==> src/rtl/pipe_ctrl_n_if.sv <==
// rtl/pipe_ctrl_n_if.sv - stall/flush controller pipeline-side signal bundle
`timescale 1ns/1ps

interface pipe_ctrl_n_if #(
    parameter int STAGES = 6,
    parameter int ADDR_W = 32,
    parameter int VOFF_W = 12,
    parameter int CNT_W  = 32
);
    logic [STAGES-1:0] stallreq;
    logic              exc_valid;
    logic              exc_eret;
    logic [VOFF_W-1:0] exc_voff;
    logic [ADDR_W-1:0] cp0_epc;
    logic [ADDR_W-1:0] cp0_ebase;
    logic [STAGES-1:0] stall;
    logic              flush;
    logic [ADDR_W-1:0] new_pc;
    logic              stall_timeout;
    logic [CNT_W-1:0]  stall_cnt;

    modport master (
        output stallreq, exc_valid, exc_eret, exc_voff, cp0_epc, cp0_ebase,
        input  stall, flush, new_pc, stall_timeout, stall_cnt
    );

    modport slave (
        input  stallreq, exc_valid, exc_eret, exc_voff, cp0_epc, cp0_ebase,
        output stall, flush, new_pc, stall_timeout, stall_cnt
    );
endinterface

==> src/rtl/pipe_ctrl_n.sv <==
// rtl/pipe_ctrl_n.sv - parametrised pipeline stall/flush controller
`timescale 1ns/1ps

module pipe_ctrl_n #(
    parameter int STAGES       = 6,
    parameter int ADDR_W       = 32,
    parameter int VOFF_W       = 12,
    parameter int FLUSH_CYCLES = 1,
    parameter int TIMEOUT      = 1024,
    parameter int CNT_W        = 32
) (
    input  logic         clk,
    input  logic         rst,
    pipe_ctrl_n_if.slave bus
);
    localparam int FC_W = (FLUSH_CYCLES > 1) ? $clog2(FLUSH_CYCLES) : 1;
    localparam int WD_W = $clog2(TIMEOUT);
    localparam logic [WD_W-1:0] WD_MAX = WD_W'(TIMEOUT - 1);

    typedef enum logic {RUN, FLUSH} state_t;

    state_t            state_q, state_d;
    logic [FC_W-1:0]   fcnt_q, fcnt_d;
    logic [ADDR_W-1:0] hold_q, hold_d;
    logic [WD_W-1:0]   wd_q, wd_d;
    logic              tmo_q, tmo_d;
    logic [CNT_W-1:0]  cnt_q, cnt_d;

    logic [STAGES-1:0] req_mask;
    logic              upper_any;
    logic [ADDR_W-1:0] exc_pc;
    logic              accept;
    logic              flush_c;
    logic [STAGES-1:0] stall_c;

    // A request at stage k holds k and everything upstream; a lone fetch
    // wait (bit 0) freezes the whole pipeline.
    always_comb begin
        upper_any = 1'b0;
        req_mask  = '0;
        for (int i = STAGES - 1; i >= 1; i--) begin
            upper_any   = upper_any | bus.stallreq[i];
            req_mask[i] = upper_any;
        end
        req_mask[0] = upper_any | bus.stallreq[0];
        if (!upper_any && bus.stallreq[0]) begin
            req_mask = '1;
        end
    end

    always_comb begin
        exc_pc = bus.exc_eret ? bus.cp0_epc : (bus.cp0_ebase + ADDR_W'(bus.exc_voff));
    end

    always_comb begin
        state_d = state_q;
        fcnt_d  = fcnt_q;
        hold_d  = hold_q;
        accept  = 1'b0;
        flush_c = 1'b0;
        stall_c = '0;
        case (state_q)
            RUN: begin
                if (bus.exc_valid) begin
                    accept  = 1'b1;
                    flush_c = 1'b1;
                    hold_d  = exc_pc;
                    if (FLUSH_CYCLES > 1) begin
                        state_d = FLUSH;
                        fcnt_d  = FC_W'(FLUSH_CYCLES - 1);
                    end
                end else begin
                    stall_c = req_mask;
                end
            end
            FLUSH: begin
                flush_c = 1'b1;
                fcnt_d  = fcnt_q - FC_W'(1);
                if (fcnt_q == FC_W'(1)) begin
                    state_d = RUN;
                end
            end
            default: begin
                state_d = RUN;
            end
        endcase
    end

    // Watchdog and perf counter both saturate; a flush cycle clears the sticky flag.
    always_comb begin
        wd_d  = wd_q;
        tmo_d = tmo_q;
        cnt_d = cnt_q;
        if (stall_c != '0) begin
            if (wd_q == WD_MAX) begin
                tmo_d = 1'b1;
            end else begin
                wd_d = wd_q + WD_W'(1);
            end
            if (cnt_q != '1) begin
                cnt_d = cnt_q + CNT_W'(1);
            end
        end else begin
            wd_d = '0;
        end
        if (flush_c) begin
            tmo_d = 1'b0;
        end
    end

    always_ff @(posedge clk) begin
        if (rst) begin
            state_q <= RUN;
            fcnt_q  <= '0;
            hold_q  <= '0;
            wd_q    <= '0;
            tmo_q   <= 1'b0;
            cnt_q   <= '0;
        end else begin
            state_q <= state_d;
            fcnt_q  <= fcnt_d;
            hold_q  <= hold_d;
            wd_q    <= wd_d;
            tmo_q   <= tmo_d;
            cnt_q   <= cnt_d;
        end
    end

    always_comb begin
        bus.stall         = rst ? '0 : stall_c;
        bus.flush         = !rst && flush_c;
        bus.new_pc        = rst ? '0 : (accept ? exc_pc : hold_q);
        bus.stall_timeout = !rst && tmo_q;
        bus.stall_cnt     = rst ? '0 : cnt_q;
    end
endmodule

==> src/flat_wrapper.sv <==
// flat-port wrapper written by rule: the top's interface ports become plain ports
module pipe_ctrl_n_flat 
#(
    parameter int STAGES       = 6,
    parameter int ADDR_W       = 32,
    parameter int VOFF_W       = 12,
    parameter int FLUSH_CYCLES = 1,
    parameter int TIMEOUT      = 1024,
    parameter int CNT_W        = 32
)
  (clk, rst, bus_stallreq, bus_exc_valid, bus_exc_eret, bus_exc_voff, bus_cp0_epc, bus_cp0_ebase, bus_stall, bus_flush, bus_new_pc, bus_stall_timeout, bus_stall_cnt);
  pipe_ctrl_n_if #(.STAGES(STAGES), .ADDR_W(ADDR_W), .VOFF_W(VOFF_W), .CNT_W(CNT_W)) bus_i ();
  input  logic clk;
  input  logic rst;
  input wire logic [$bits(bus_i.stallreq)-1:0] bus_stallreq;
  input wire logic [$bits(bus_i.exc_valid)-1:0] bus_exc_valid;
  input wire logic [$bits(bus_i.exc_eret)-1:0] bus_exc_eret;
  input wire logic [$bits(bus_i.exc_voff)-1:0] bus_exc_voff;
  input wire logic [$bits(bus_i.cp0_epc)-1:0] bus_cp0_epc;
  input wire logic [$bits(bus_i.cp0_ebase)-1:0] bus_cp0_ebase;
  output wire logic [$bits(bus_i.stall)-1:0] bus_stall;
  output wire logic [$bits(bus_i.flush)-1:0] bus_flush;
  output wire logic [$bits(bus_i.new_pc)-1:0] bus_new_pc;
  output wire logic [$bits(bus_i.stall_timeout)-1:0] bus_stall_timeout;
  output wire logic [$bits(bus_i.stall_cnt)-1:0] bus_stall_cnt;
  assign bus_i.stallreq = bus_stallreq;
  assign bus_i.exc_valid = bus_exc_valid;
  assign bus_i.exc_eret = bus_exc_eret;
  assign bus_i.exc_voff = bus_exc_voff;
  assign bus_i.cp0_epc = bus_cp0_epc;
  assign bus_i.cp0_ebase = bus_cp0_ebase;
  assign bus_stall = bus_i.stall;
  assign bus_flush = bus_i.flush;
  assign bus_new_pc = bus_i.new_pc;
  assign bus_stall_timeout = bus_i.stall_timeout;
  assign bus_stall_cnt = bus_i.stall_cnt;
  pipe_ctrl_n #(.STAGES(STAGES), .ADDR_W(ADDR_W), .VOFF_W(VOFF_W), .FLUSH_CYCLES(FLUSH_CYCLES), .TIMEOUT(TIMEOUT), .CNT_W(CNT_W)) u_core (.clk(clk), .rst(rst), .bus(bus_i));
endmodule
==> config.mk <==
export PLATFORM = sky130hd
export DESIGN_NAME = pipe_ctrl_n_flat
export DESIGN_NICKNAME = d
export VERILOG_FILES = /design/src/rtl/pipe_ctrl_n_if.sv /design/src/rtl/pipe_ctrl_n.sv /design/src/flat_wrapper.sv
export SDC_FILE = /design/constraint.sdc
export NUM_CORES = 1
export LEC_CHECK = 0
export CAP_MARGIN = 25
export CELL_PAD_IN_SITES_DETAIL_PLACEMENT = 2
export CELL_PAD_IN_SITES_GLOBAL_PLACEMENT = 2
export CORE_ASPECT_RATIO = 0.9
export CORE_UTILIZATION = 29
export CTS_CLUSTER_SIZE = 24
export DETAILED_ROUTE_END_ITERATION = 7
export PLACE_DENSITY = 0.88
export REMOVE_ABC_BUFFERS = 1
export SYNTH_ARGS = -nofsm -noshare
export SYNTH_HDL_FRONTEND = slang
export SYNTH_SLANG_ARGS = --single-unit
==> constraint.sdc <==
create_clock -name clk -period 8.25 [get_ports clk]
set_clock_uncertainty 0.1 [all_clocks]
set_input_delay 2.475 -clock clk [delete_from_list [all_inputs] [get_ports clk]]
set_output_delay 2.475 -clock clk [all_outputs]
set_load 0.05 [all_outputs]
==> summary.txt <==
Status
  – Status: completed

Drt
  – Remaining DRCs: 0
  – 1st-pass router iterations: 4
  – Routed Antenna Nets: 0
  – Via/cell ratio: ~5.4
  – Iteration-0 DRC Markers: 210
  – Routed WL per cell: between 15 and 20 µm
  – Via count: 5801
  – Drt total wl: slightly above 20 mm

Global route
  – GR peak layer: met2
  – Gr usage total: 0.2320
  – Initial antenna violation count: 0
  – First-pass GRT wire length: 33.57 mm
  – M3 GR Usage: 0.05285
  – Met1 Track Usage GR: 0.2637
  – Vias in the first global route: 6403
  – Largest net degree at the start of global routing: 52
  – Grt met2 use: 0.4380
  – Overflow after GRT: 0

Worst setup path
  – WS Path Type: input pin to primary output
  – Startpoint types: input pin
  – CP required: 5.68 ns
  – Crit path DAT: ~5.4 ns
  – Setup crit end kind: primary output
  – CP Max Fanout: 6

Power
  – Power share of the sequential group: 0.363
  – Maximum VDD drop: roughly 100 µV
  – Comb pwr share: 0.261
  – Leakage: ~2.7 nW
  – Int Pwr: ~0.00073 W
  – Switching share of power: 0.3190
  – Overall power: around 0.0011 W
  – Clk pwr share: 0.376
  – Psw: 0.0003432 W
  – P per Cell Area: between 100 and 150 nW/µm²

Cells and area
  – Area of the multi-input gates: 3500 µm²
  – Leading cell type in the layout, fill and taps excluded: clkdlybuf4s50_1
  – Layout overhead on the synthesized area: 41.31%
  – Register area: ~1500 µm²
  – ANT cells: 0
  – Nets: ~920
  – Commonest cells after routing, fill and taps aside: clkdlybuf4s50_1, dfxtp_1, nor2_1
  – Final Util: 0.4188
  – # fillers: about 2000
  – Share of cells above drive strength 1: 0.1014

Yosys
  – Netlist Area Pre-Place: between 5000 and 6000 µm²
  – Yosys reg bits: 77
  – Sequential fraction of the synthesis area: 0.2944
  – Synth Warn #: 0
  – Syn avg cell area: between 7 and 8 µm²
  – Yosys cell types: 72
  – Post-Synthesis Cells: 678
  – Post-synth EDFFs: 0
  – Post-synth ARST share: 0
  – Synth Flop Type: dfxtp_1

Placed design
  – Hpwl dp: ~16 mm
  – RD Place Congestion: approximately 0.82
  – IO Port Bufs: between 150 and 200

Timing
  – Fraction of the cycle the final worst path needs: 0.9713
  – Tmin final: around 8 ns
  – Worst rel slew slack: 0.3545
  – Hold Slack: 0.3514 ns
  – RSZ-0062 raised after global routing: no
  – Final Hold Fails: 0
  – Worst slew pin tran: 0.9640 ns
  – F_max: between 100 and 150 MHz
  – Final Max Slew Viols: 0
  – Final-report setup violation count: 0
  – Setup TNS: 0 ns

Clock network
  – CTS tree: built
  – Max H-tree Level: 3
  – CTS root buffer: clkbuf_16
  – # clock sinks: 77
  – Clock Tree Buf Depth: 2
  – Clock Latency Late Sink: approximately 0.35 ns
  – Num CTS Buffers: 9
  – Worst-path clk slew: 0.06 ns

Floorplanning
  – Site Rows: 46
  – Die width: about 140 µm
  – Core area: 17670 µm²
  – I/O Pins: about 160
  – Starting Density: 0.2963
  – Die Y-Extent: roughly 130 µm
  – Die area: 18600 µm²

Worst hold path
  – Worst Hold Class: flip-flop to flip-flop

Run
  – Max-Cap Viols: 0
[stage by stage]
stage	setup slack [ns]	area, µm²	instances
4_1_cts	0.2223	7400	1068
2_1_floorplan	0.01290	5084	641
5_1_grt	0.1219	7400	1068
3_5_place_dp	0.2467	7106	1052
3_3_place_gp	0.3317	7106	1052
6_report	0.2365	7400	1068
[critical path, cell delays in order]
cell	delay, ns
clkdlybuf4s50_1	0.42
ha_1	0.40
a21oi_1	0.23
a21boi_0	0.49
nand2_1	0.31
o21a_2	0.29
and3_1	0.20
o41ai_1	0.31
buf_4	0.18
buf_12	0.13
[Yosys cell counts (4+ instances only)]
cell | count | share of area
and4_1 | 7 | 0.012
a311oi_1 | 6 | 0.010
o221ai_1 | 6 | 0.010
o41ai_1 | 5 | 0.0084
nor3_1 | 22 | 0.021
ha_1 | 14 | 0.033
nor2_1 | 71 | 0.051
a32o_1 | 8 | 0.015
nand3_1 | 37 | 0.035
nand2_1 | 59 | 0.042
and2_1 | 4 | 0.0048
or4_1 | 4 | 0.0057
nor4_1 | 6 | 0.0072
a31oi_1 | 10 | 0.012
or3_1 | 14 | 0.017
nor3b_1 | 4 | 0.0057
o31ai_1 | 4 | 0.0057
nand4_1 | 15 | 0.018
dfxtp_1 | 77 | 0.29
a21oi_1 | 40 | 0.038
nor2b_1 | 40 | 0.048
xnor2_1 | 27 | 0.045
clkbuf_1 | 24 | 0.017
mux2i_1 | 6 | 0.011
o21a_1 | 4 | 0.0057
xor2_1 | 15 | 0.025
o211ai_1 | 8 | 0.011
buf_1 | 7 | 0.0050
o21ai_0 | 39 | 0.037
o211a_1 | 4 | 0.0076
inv_1 | 10 | 0.0072
a211oi_1 | 9 | 0.013
and3_1 | 19 | 0.023
buf_2 | 4 | 0.0038
[worst paths after layout]
kind / to / from / slack [ns] / depth (start not counted)
worst min register to register: u_core.state_q / u_core.fcnt_q / 0.35 / 1
worst max register to register: u_core.cnt_q[8] / u_core.state_q / 5.69 / 6
worst min-delay path: u_core.state_q / u_core.fcnt_q / 0.35 / 1
worst max-delay path: bus_new_pc[15] / bus_cp0_ebase[8] / 0.24 / 10
[cell families after synthesis]
group	count (synthesis)	share of synthesized area
AND/OR/NAND/NOR	320	0.3226
AO/OA/AOI/OAI	164	0.2155
flip-flops	77	0.2944
buffers and inverters	49	0.03776
XOR/XNOR	42	0.07025
adder cells (fa/ha/maj)	15	0.03728
multiplexers	11	0.02222
[area by class of cell]
type | instances | share of cell area
multi-input combinational | 552 | 0.4729
timing repair buffer | 171 | 0.2323
sequential | 77 | 0.2083
tap | 240 | 0.04058
clock buffer | 11 | 0.03145
clock inverter | 5 | 0.008285
inverter | 12 | 0.006087
[what timing repair did]
item                       4_1_cts  5_1_grt
hold endpoints to repair         0        0
buffers inserted                 0        0
resized for setup                0        1
setup endpoints to repair        0        1
hold buffers                     0        0
[registers in the layout, summed over array words and instances, names as in the netlist]
name            count
u_core.cnt_q       32
u_core.hold_q      32
u_core.wd_q        10
u_core.fcnt_q       1
u_core.state_q      1
u_core.tmo_q        1
[routing by layer]
layer | part of all wire | wire length (µm) | up-vias
met1 | 0.42 | 8790 | 2905
met3 | 0.037 | 764 | 14
li1 | - | - | 2766
met5 | 0 | 0 | -
met4 | 0.0096 | 198 | 0
met2 | 0.53 | 10940 | 116
[power by group through the flow]
stage	Sequential (W)	Clock, W	Combinational (W)
after floorplan	0.000397	0	0.000146
after global placement	0.000398	0	0.000268
after detailed placement	0.000399	0	0.000279
after CTS	0.000391	0.000418	0.000282
after global routing	0.000392	0.000431	0.000300
final	0.000391	0.000405	0.000281
(Power assumes the default switching activity.)
